--- src/rtl/gray_code_generator.sv ---
// Up/down 4-bit counter stepped by debounced buttons, emitting bin and Gray code, plus a
// two-digit (units/tens) time-multiplexed 7-segment driver.
module gray_code_generator #(
   parameter int unsigned DEBOUNCE_CYCLES = 10,
   parameter int unsigned REFRESH_CYCLES  = 4
) (
   input  logic       clk,
   input  logic       rst,
   input  logic       btn_up,
   input  logic       btn_down,
   output logic [3:0] GrayCode,
   output logic [3:0] bin,
   output logic       changed,
   output logic [6:0] seg,
   output logic       transistor_unidades,
   output logic       transistor_decenas
);

   localparam int unsigned DbW = $clog2(DEBOUNCE_CYCLES);
   localparam int unsigned RfW = $clog2(REFRESH_CYCLES);
   localparam logic [DbW-1:0] DbLast = DbW'(DEBOUNCE_CYCLES - 1);
   localparam logic [RfW-1:0] RfLast = RfW'(REFRESH_CYCLES - 1);

   typedef enum logic {SelUnits, SelTens} sel_e;

   function automatic logic [6:0] seg_of(input logic [3:0] d);
      case (d)
         4'd0:    seg_of = 7'b1111110;
         4'd1:    seg_of = 7'b0110000;
         4'd2:    seg_of = 7'b1101101;
         4'd3:    seg_of = 7'b1111001;
         4'd4:    seg_of = 7'b0110011;
         4'd5:    seg_of = 7'b1011011;
         4'd6:    seg_of = 7'b1011111;
         4'd7:    seg_of = 7'b1110000;
         4'd8:    seg_of = 7'b1111111;
         4'd9:    seg_of = 7'b1111011;
         default: seg_of = 7'b0000000;
      endcase
   endfunction

   // Bit 0 carries the up button, bit 1 the down button.
   logic [1:0]     sync1_q, sync2_q;
   logic [1:0]     deb_q, deb_d, deb_prev_q;
   logic [1:0]     step_q, step_d;
   logic [DbW-1:0] db_cnt_q [2];
   logic [DbW-1:0] db_cnt_d [2];

   logic [3:0]     bin_q, bin_d, gray_q, gray_d, units;
   logic           changed_q, changed_d;
   logic           up, dn;

   logic [RfW-1:0] rf_cnt_q, rf_cnt_d;
   sel_e           sel_q, sel_d;
   logic [6:0]     seg_q, seg_d;
   logic           tu_q, tu_d, td_q, td_d;

   always_comb begin
      for (int i = 0; i < 2; i++) begin
         deb_d[i]    = deb_q[i];
         db_cnt_d[i] = '0;
         if (sync2_q[i] != deb_q[i]) begin
            if (db_cnt_q[i] == DbLast) begin
               deb_d[i] = sync2_q[i];
            end else begin
               db_cnt_d[i] = db_cnt_q[i] + 1'b1;
            end
         end
      end
      // Registered rising-edge detect: releases never step.
      step_d = deb_q & ~deb_prev_q;
   end

   assign up = step_q[0];
   assign dn = step_q[1];

   always_comb begin
      bin_d = bin_q;
      if (up && !dn) begin
         bin_d = bin_q + 4'd1;
      end else if (dn && !up) begin
         bin_d = bin_q - 4'd1;
      end
      gray_d    = bin_d ^ (bin_d >> 1);
      changed_d = up ^ dn;
   end

   assign units = (bin_q >= 4'd10) ? (bin_q - 4'd10) : bin_q;

   always_comb begin
      rf_cnt_d = rf_cnt_q + 1'b1;
      sel_d    = sel_q;
      seg_d    = seg_q;
      tu_d     = tu_q;
      td_d     = td_q;
      // Segments and enables swap together so the bus always matches the lit digit.
      if (rf_cnt_q == RfLast) begin
         rf_cnt_d = '0;
         sel_d    = (sel_q == SelUnits) ? SelTens : SelUnits;
         if (sel_d == SelUnits) begin
            seg_d = seg_of(units);
            tu_d  = 1'b1;
            td_d  = 1'b0;
         end else begin
            seg_d = (bin_q >= 4'd10) ? seg_of(4'd1) : 7'b0000000;
            tu_d  = 1'b0;
            td_d  = 1'b1;
         end
      end
   end

   always_ff @(posedge clk) begin
      if (rst) begin
         sync1_q    <= '0;
         sync2_q    <= '0;
         deb_q      <= '0;
         deb_prev_q <= '0;
         step_q     <= '0;
         for (int i = 0; i < 2; i++) begin
            db_cnt_q[i] <= '0;
         end
         bin_q      <= '0;
         gray_q     <= '0;
         changed_q  <= 1'b0;
         rf_cnt_q   <= '0;
         sel_q      <= SelUnits;
         seg_q      <= 7'b1111110;
         tu_q       <= 1'b1;
         td_q       <= 1'b0;
      end else begin
         sync1_q    <= {btn_down, btn_up};
         sync2_q    <= sync1_q;
         deb_q      <= deb_d;
         deb_prev_q <= deb_q;
         step_q     <= step_d;
         for (int i = 0; i < 2; i++) begin
            db_cnt_q[i] <= db_cnt_d[i];
         end
         bin_q      <= bin_d;
         gray_q     <= gray_d;
         changed_q  <= changed_d;
         rf_cnt_q   <= rf_cnt_d;
         sel_q      <= sel_d;
         seg_q      <= seg_d;
         tu_q       <= tu_d;
         td_q       <= td_d;
      end
   end

   assign GrayCode            = gray_q;
   assign bin                 = bin_q;
   assign changed             = changed_q;
   assign seg                 = seg_q;
   assign transistor_unidades = tu_q;
   assign transistor_decenas  = td_q;

endmodule

--- config.mk ---
export PLATFORM = sky130hd
export DESIGN_NAME = gray_code_generator
export DESIGN_NICKNAME = d
export VERILOG_FILES = /design/src/rtl/gray_code_generator.sv
export SDC_FILE = /design/constraint.sdc
export NUM_CORES = 1
export LEC_CHECK = 0
export CORE_MARGIN = 2
export CORE_UTILIZATION = 55
export CTS_CLUSTER_SIZE = 12
export DETAILED_ROUTE_END_ITERATION = 12
export HOLD_SLACK_MARGIN = 0.08
export MAX_ROUTING_LAYER = met4
export PLACE_DENSITY_LB_ADDON = 0.15
export SYNTH_ARGS = -nofsm -noshare
export SYNTH_HDL_FRONTEND = slang
export SYNTH_SLANG_ARGS = --single-unit
--- constraint.sdc ---
create_clock -name clk -period 4.7 [get_ports clk]
set_input_delay 0.94 -clock clk [delete_from_list [all_inputs] [get_ports clk]]
set_output_delay 0.94 -clock clk [all_outputs]
set_load 0.01 [all_outputs]
# == Word-level counts from Yosys, hierarchy flattened ==
# Memories as Yosys holds them, arrays and structs flattened.
# Index checks and enable logic that the tools add are counted.
# word_totals
register_bits,30
ram_bits,8
mem_bits_ro,112
inputBits,4
output_inout_bits,18
word_cells,56
mem_count,2
# memory_table
name,depth,word_bits,rd,rd_clocked_by_memory_dff,write_ports,line,source
(name not given),16,7,1,0,0,27,case (d)
db_cnt_q,2,4,2,0,2,46,logic [DbW-1:0] db_cnt_q [2];
# op_classes
add_sub_neg,6
magnitude_cmp,1
eq_ne,5
muxes,16
bitwise_logic,6
n_reduce_logical,7
# op_table
operator,n
$mux 4,9
$add 4x1->4 const B,3
$eq 4x4->1 const B,2
$mux 7,1
$mux 6,1
$mux 1,5
$ge 4x4->1 const B,1
$reduce_and 2->1,2
$sub 4x1->4 const B,1
$sub 4x4->4 const B,1
$xor 4x3->4,1
$add 2x1->2 const B,1
$and 2x2->2,1
$eq 2x2->1 const B,1
$logic_and 1x1->1,2
$logic_not 1->1,2
$ne 1x1->1,2
$not 2->2,1
$or 1x1->1,2
$reduce_or 2->1,1
$xor 1x1->1,1

# == Logic depth before layout (Yosys ltp) ==
# Gate-level depths: netlist of run 1.
# logic_depth
ltp_word,5
mapped_depth,8
mapped_depth_nobuf,8

# == Least setup slack after synthesis of run 1 ==
# OpenSTA, ideal clock, no wires.
# synth_path
path_kind,reg-to-reg
from,reg bin_q[0] (netlist: bin[0])
to,reg seg_q[1] (netlist: seg[1])
setup_ns,0.122
arrival_time_ns,1.855
required_ns,4.578
path_slack_ns,2.723
stages_incl_launch_ff,7
path_buffers,0
period_less_slack_ns,1.977
cell_sequence,dfxtp_1 > inv_1 > ha_1 > or3_4 > o211ai_4 > o221ai_2 > a221o_1
# synth_between
elab_chain_cells,4
word_cells_on_any_way,5
cone_classes,add/sub: 1; order compare: 1; mux: 2; memory: 1
# synth_rtl
element,line,source
"start, declared",49,"logic [3:0] bin_q, bin_d, gray_q, gray_d, units;"
"start signal, assigned",139,bin_q <= bin_d;
$sub 4x4->4 or $ge 4x4->1 (tied branches),88,assign units = (bin_q >= 4'd10) ? (bin_q - 4'd10) : bin_q;
$mux 4 *,88,
$mem_v2 16x7 *,--,
$mux 7 *,100,if (sel_d == SelUnits) begin
"end signal, assigned",144,seg_q <= seg_d;
"end, declared",55,"logic [6:0] seg_q, seg_d;"
# Every way passes the cells marked *; elsewhere a longest branch is shown, timed or not.
# A chain may end at the register's enable or synchronous reset.

# == Final worst setup path of run 1 ==
# layout_path
from,reg bin_q[3] (netlist: bin[3])
to,out bin[3]
# layout_rtl
element,line,source
"end, declared",12,"output logic [3:0] bin,"
# No word-level cell between the ends.

==> results of run 1 <==
-- logic make-up after synthesis --
logic type | after synthesis
buf+inv | 19
fa+ha+maj | 15
flops | 37
xor+xnor | 12
mux | 2
simple gates | 56
compound gates | 35
-- worst reg2reg max path, cell delays in order (launching register included) --
cell and delay (ns):
dfxtp_1 0.64, inv_1 0.20, ha_1 0.24, and2_2 0.19, a221oi_1 0.47, nor2_1 0.10, mux2_2 0.29
-- power groups by stage --
stage / Combinational, uW / Sequential, uW / Clock, uW
floorplan: 16.6 / 337 / 0
global placement: 33.0 / 335 / 0
detailed placement: 33.9 / 335 / 0
CTS: 34.0 / 328 / 237
global route: 37.5 / 330 / 250
finish: 33.5 / 328 / 230
-- worst min-delay path by stage --
stage,startpoint,end,slack (ns),cells after the start
finish,deb_prev_q[0],step_q[0],0.39,1
global route,deb_prev_q[1],step_q[1],0.41,1
floorplan,deb_prev_q[0],step_q[0],0.37,1
CTS,deb_prev_q[0],step_q[0],0.40,1
global placement,deb_prev_q[0],step_q[0],0.37,1
detailed placement,deb_prev_q[0],step_q[0],0.38,1
-- metal layers --
metal  track usage (%)  share of wire, %
met2              32.5                49
met1              22.5                46
met5                 -                 0
met3              5.84               3.2
met4              7.62               1.7
-- state kept, by name, indices dropped and copies added, names as in the netlist --
| signal | count |
|---|---|
| step_q | 2 |
| deb_q | 2 |
| sync2_q | 2 |
| changed | 1 |
| deb_prev_q | 2 |
| transistor_decenas | 1 |
| db_cnt_q | 8 |
| rf_cnt_q | 2 |
| GrayCode | 3 |
| transistor_unidades | 1 |
| seg | 7 |
| sync1_q | 2 |
| bin | 4 |
-- final cells by class --
class | count | area, um^2
Timing Repair Buffer | 21 | 210
Tap cell | 33 | 41.3
Multi-Input combinational cell | 120 | 882
Clock buffer | 6 | 51.3
Fill cell | 248 | 995
Clock inverter | 2 | 37.5
Inverter | 12 | 45.0
Sequential cell | 37 | 741
-- through the flow --
stage	area [um^2]	util [%]	std cells	total power, uW	hold slack, ns
after detailed placement	1920	63.9	223	369	0.383
after CTS	2010	66.9	231	599	0.398
after global routing	2010	66.9	231	617	0.407
final	2010	66.9	231	592	0.393
after global placement	1920	63.9	223	368	0.374
after floorplan	1710	-	176	353	0.367
-- cell usage after synthesis, types with 2 or more instances --
cell	instances
dfxtp_1	37
nor2_1	20
ha_1	15
inv_1	10
nor2b_1	10
nand2_1	9
xnor2_1	9
a21oi_1	7
o21ai_0	6
a221oi_1	4
nand3_1	3
nand3b_1	3
o211ai_1	3
xor2_1	3
and3_2	2
buf_1	2
buf_4	2
nor3_1	2
nor3b_1	2
o21ai_1	2
==> results.md, run 1 <==
- Status: completed
- TritonCTS buffer count: 5
- Die height: 59.8 um
- RSZ-0062 raised after global routing: false
- Commonest cells after routing, fill and taps aside: 37 x dfxtp_1, 21 x clkdlybuf4s50_1, 20 x nor2_1
- TNS Setup: 0 ns
- Post-synth EDFFs: 0
- Crit start category: flop
- Cell Int Power: roughly 470 uW
- Synth Area in Compound Gates: ~16%
- Synth area leader: dfxtp_1
- Maximum vdd drop: approximately 240 uV
- Sequential Power Share: between 50 and 60%
- Initial antenna violation count: 0
- Clk pwr share: between 30% and 40%
- Worst r2r dst: GrayCode[2]
- Cts repair resizes: 0
- Pre-CTS WS: 2.01 ns
- Post-Syn Area: about 1700 um^2
- Async set-reset flop share out of synthesis: 0%
- Die width: 59.8 um
- PD cells: just under 300 nW/um^2
- CP max stage delay: about 0.72 ns
- Critical Path Stages: 1
- Net switching power: approximately 120 uW
- Worst Skew: between 0.007 and 0.008 ns
- WS Path Type: flop to primary output
- TritonCTS sink count: 37
- Post-Route WL: between 2 and 3 mm
- CTS tree: done
- Slew @ Worst Pin: roughly 0.93 ns
- Vias post-DR: around 1,200
- Slowest CP cell: dfxtp_1
- Detailed placement HPWL: about 2.2 mm
- Fmax: 379 MHz
- Initial core utilization: around 57%
- Switching Share: approximately a fifth
- Synth Area in Adders: 11.0%
- # DRC: 0
- Via-to-Cell Ratio: 5.40
- Vias in the first global route: approximately 1,200
- Wirelength per Cell: 12.8 um
- Final period utilization: around 56%
- Critical path's top delay family: flip-flops
- Synth Area per Inst: approximately 10 um^2
- Crit path time final: between 2 and 3 ns
- Crit path required time: 3.76 ns
- Crit-path cells: clkdlybuf4s50_1
- Postcts setup bufs: 0
- FF-to-FF Start: bin[1]
- MaxCap Viol Count: 0
- FF-to-FF path depth: 6
- Post-synthesis mux area share: 1.24%
- Synth Area in XOR/XNOR: 6.14%
- Crit Path Max Fanout: 15
- Hold_buf cts: 0
- Clock latency on the worst-skew pair: 0.34 ns
- Synth top area cells: dfxtp_1 43%, ha_1 11%, xnor2_1 4.6%
- Row Count: 20
- WP data arrival: roughly 1.7 ns
- CP startpoint: bin[3]
- Clock buffer depth: 2
- Netlist cell types: 45
- RD Place Congestion: between 0.7 and 0.8
- Worst Setup End Kind: primary output
- Routed Antenna Nets: 0
- Final hold vios: 0
- Reg clk slew, reported paths: about 0.1 ns
- Grt ovf: 0
- R2R Setup Slk: around 2.5 ns
- Post-Syn Nets: 195
- Share of the synthesized area in the top cell type: between 40% and 50%
- Share of post-route cells with drive strength above 1: roughly a tenth
- Core ar.: roughly 3000 um^2
- Post-Syn Instances: 176
- Pre-antenna DRT Iters: 4
- Nets: between 200 and 250
- Total GRT Usage: between 10% and 20%
- Register area share after synthesis: 43.3%
- Boundary pin count: 22
- Commonest non-fill, non-tap cell in the layout: dfxtp_1
- Largest family of logic cells by synthesized area: simple AND/OR/NAND/NOR gates
- Simple-gate portion of the synthesized area: approximately 17%
- Antenna diode count: 0
- Worst setup path end: bin[3]
- Final setup fails: 0
- Max Slew Vio Count: 0
- I/O Buffers: 21
- Area Growth Syn to Fin: 17.4%
- Drt initial violations: between 40 and 50
- Max_slew headroom: a little under two fifths
- Largest net degree at the start of global routing: 29
- Worst min path class: flop to flop
- First-pass GRT wire length: between 5 and 6 mm
- Comb power frac: roughly 5.7%
- DIE AREA: 3570 um^2
- Root Buffer: clkbuf_4
- LEAKAGE: 0.000768 uW
- Critical path buffers and inverters: 1
- Synth Warn #: 0
- Synth Flop Type: dfxtp_1
- PnR worst setup slack: 2.06 ns
- CTS H-tree depth: 2
- Synth Register Bits: 37
(Power assumes the default switching activity.)
==> run 2, diff against run 1 <==
--- a/config.mk
+++ b/config.mk
@@ -6,7 +6,7 @@
 export NUM_CORES = 1
 export LEC_CHECK = 0
 export CORE_MARGIN = 2
-export CORE_UTILIZATION = 55
+export CORE_UTILIZATION = 54
 export CTS_CLUSTER_SIZE = 12
 export DETAILED_ROUTE_END_ITERATION = 12
 export HOLD_SLACK_MARGIN = 0.08
==> constraint.sdc (replaced) <==
create_clock -name clk -period 2.5 [get_ports clk]
set_input_delay 0.5 -clock clk [delete_from_list [all_inputs] [get_ports clk]]
set_output_delay 0.5 -clock clk [all_outputs]
set_load 0.01 [all_outputs]
==> run 2 against run 1 <==
  * Final cell count rose by 5.2%
  * Total power rose by 68%
  * Non-clock buffer count rose by 2
  * Highest routed layer unchanged
  * Utilization fell by 0.72 points
  * Clock power rose by 36%
  * Critical path depth did not move
  * Worst setup slack got worse by 1.8 ns
  * Sequential power rose by 88%
  * Routed wire length fell by 2.0%
==> results.md, run 2 (same netlist as run 1, synthesis figures left out) <==
- Status: completed (unchanged)
- FF-to-FF Start: bin[1] (unchanged)
- Grt ovf: 0 (unchanged)
- Nets: 218 (was 216)
- Cell Int Power: 776 uW (was 468 uW)
- # DRC: 0 (unchanged)
- Drt initial violations: 46 (was 49)
- Commonest non-fill, non-tap cell in the layout: dfxtp_1 (unchanged)
- Initial antenna violation count: 0 (unchanged)
- MaxCap Viol Count: 0 (unchanged)
- Crit-path cells: clkdlybuf4s50_1 (unchanged)
- CTS H-tree depth: 2 (unchanged)
- Vias in the first global route: 1,258 (was 1,195)
- Slowest CP cell: dfxtp_1 (unchanged)
- Final hold vios: 0 (unchanged)
- Max Slew Vio Count: 0 (unchanged)
- CP max stage delay: 0.72 ns (about the same)
- Boundary pin count: 22 (unchanged)
- Initial core utilization: 56.5% (was 57.0%)
- Row Count: 20 (unchanged)
- CTS tree: done (unchanged)
- Worst Skew: 0.00984 ns (was 0.00741 ns)
- RD Place Congestion: 0.859 (was 0.798)
- LEAKAGE: 0.000764 uW (was 0.000768 uW)
- Clk pwr share: 31.5% (was 38.9%)
- Maximum vdd drop: 346 uV (was 236 uV)
- RSZ-0062 raised after global routing: false (unchanged)
- Clock buffer depth: 2 (unchanged)
- Crit path required time: 2.00 ns (was 3.76 ns)
- Wirelength per Cell: 11.9 um (was 12.8 um)
- R2R Setup Slk: 0.35 ns (was 2.47 ns)
- CP startpoint: bin[3] (unchanged)
- TNS Setup: 0 ns (unchanged)
- Post-Route WL: 2.90 mm (was 2.96 mm)
- TritonCTS sink count: 37 (unchanged)
- Vias post-DR: 1,255 (was 1,248)
- Critical path's top delay family: flip-flops (unchanged)
- WS Path Type: flop to primary output (unchanged)
- TritonCTS buffer count: 5 (unchanged)
- Max_slew headroom: 59.7% (was 37.5%)
- Final period utilization: 88.1%
- Antenna diode count: 0 (unchanged)
- Worst min path class: flop to flop (unchanged)
- Filler cells: 262 (was 248)
- Crit start category: flop (unchanged)
- Largest net degree at the start of global routing: 16 (was 29)
- Commonest cells after routing, fill and taps aside: 37 x dfxtp_1, 21 x clkdlybuf4s50_1, 20 x nor2_1 (unchanged)
- DIE AREA: 3630 um^2 (was 3570 um^2)
- First-pass GRT wire length: 5.18 mm (was 5.10 mm)
- Crit path time final: 2.20 ns
- Crit Path Max Fanout: 15 (unchanged)
- Final setup fails: 0 (unchanged)
- Slew @ Worst Pin: 0.603 ns (was 0.935 ns)
- Detailed placement HPWL: 2.19 mm (was 2.22 mm)
- Net switching power: 219 uW (was 124 uW)
- Largest Register: db_cnt_q (unchanged)
- Worst Setup End Kind: primary output (unchanged)
- Total GRT Usage: 19.9% (was 19.7%)
- Via-to-Cell Ratio: 5.16 (was 5.40)
- Max FFs per register: 8 (unchanged)
- Postcts setup bufs: 0 (unchanged)
- Root Buffer: clkbuf_4 (unchanged)
- PD cells: 497 nW/um^2 (was 295 nW/um^2)
- Die width: 60.3 um (was 59.8 um)
- Die height: 60.3 um (was 59.8 um)
- WP data arrival: 1.70 ns (about the same)
- Switching Share: 22.0% (was 20.9%)
- Dpl cells: 236 (was 223)
- Fmax: about 450 MHz
- Hold_sp: deb_prev_q[0] (unchanged)
- Fin util: 66.2% (was 66.9%)
- Hold_buf cts: 0 (unchanged)
- Reg clk slew, reported paths: 0.10 ns (about the same)
- I/O Buffers: 21 (unchanged)
- Final non-filler cell total: 243 (was 231)
- Total Power: 995 uW (was 592 uW)
- Share of post-route cells with drive strength above 1: 9.55% (was 9.60%)
- Pre-antenna DRT Iters: 4 (unchanged)
- Cts repair resizes: 0 (unchanged)
- Core ar.: 3030 um^2 (was 3000 um^2)
- Clock latency on the worst-skew pair: 0.34 ns (about the same)
- Critical path buffers and inverters: 1 (unchanged)
- Comb power frac: 6.6% (was 5.7%)
- Routed Antenna Nets: 0 (unchanged)
- Sequential Power Share: 61.9% (was 55.4%)
- Area Growth Syn to Fin: 17.1% (was 17.4%)
## run 2: metal layers
metal / vias up / track usage [%] / routed length, um / part of all wire [%]
li1: 643 / - / - / -
met4: 0 / 8.57 / 32 / 1.1
met2: 24 / 33.4 / 1430 / 49
met1: 584 / 21.3 / 1280 / 44
met3: 4 / 6.71 / 152 / 5.2
met5: - / - / 0 / 0
## run 2: final cells by class
type / count / area (um^2) / share of cell area (%)
tap: 44 / 55.1 / 2.75
timing repair buffer: 23 / 225 / 11.2
sequential: 37 / 741 / 37.0
clock buffer: 7 / 55.1 / 2.75
inverter: 12 / 45.0 / 2.25
multi-input combinational: 120 / 882 / 44.0
## run 2: through the flow
| stage | worst slack (ns) | hold WS, ns | instance area (um^2) |
|---|---|---|---|
| after CTS | 0.287 | 0.390 | 2000 |
| after detailed placement | 0.380 | 0.375 | 1950 |
| final | 0.297 | 0.392 | 2000 |
| after floorplan | 0.523 | 0.367 | 1710 |
| after global placement | 0.438 | 0.372 | 1950 |
| after global routing | 0.162 | 0.400 | 2000 |
## run 2: worst reg2reg max path, cell delays in order (launching register included)
cell      delay, ns
dfxtp_1        0.62
inv_1          0.19
ha_1           0.24
and2_2         0.18
a221oi_1       0.46
nor2_1         0.07
mux2_2         0.28
## run 2: power by group through the flow
| stage | clock network [uW] | logic, uW | registers, uW |
|---|---|---|---|
| 2_1_floorplan | 0 | 31.2 | 633 |
| 3_3_place_gp | 0 | 64.8 | 629 |
| 3_5_place_dp | 0 | 67.0 | 630 |
| 4_1_cts | 329 | 67.3 | 617 |
| 5_1_grt | 353 | 74.4 | 619 |
| 6_report | 313 | 66.0 | 616 |
## run 2: final timing paths
path | to | depth (start not counted)
min | step_q[0] | 1
min reg2reg | step_q[0] | 1
max reg2reg | GrayCode[2] | 6
max | GrayCode[3] | 1
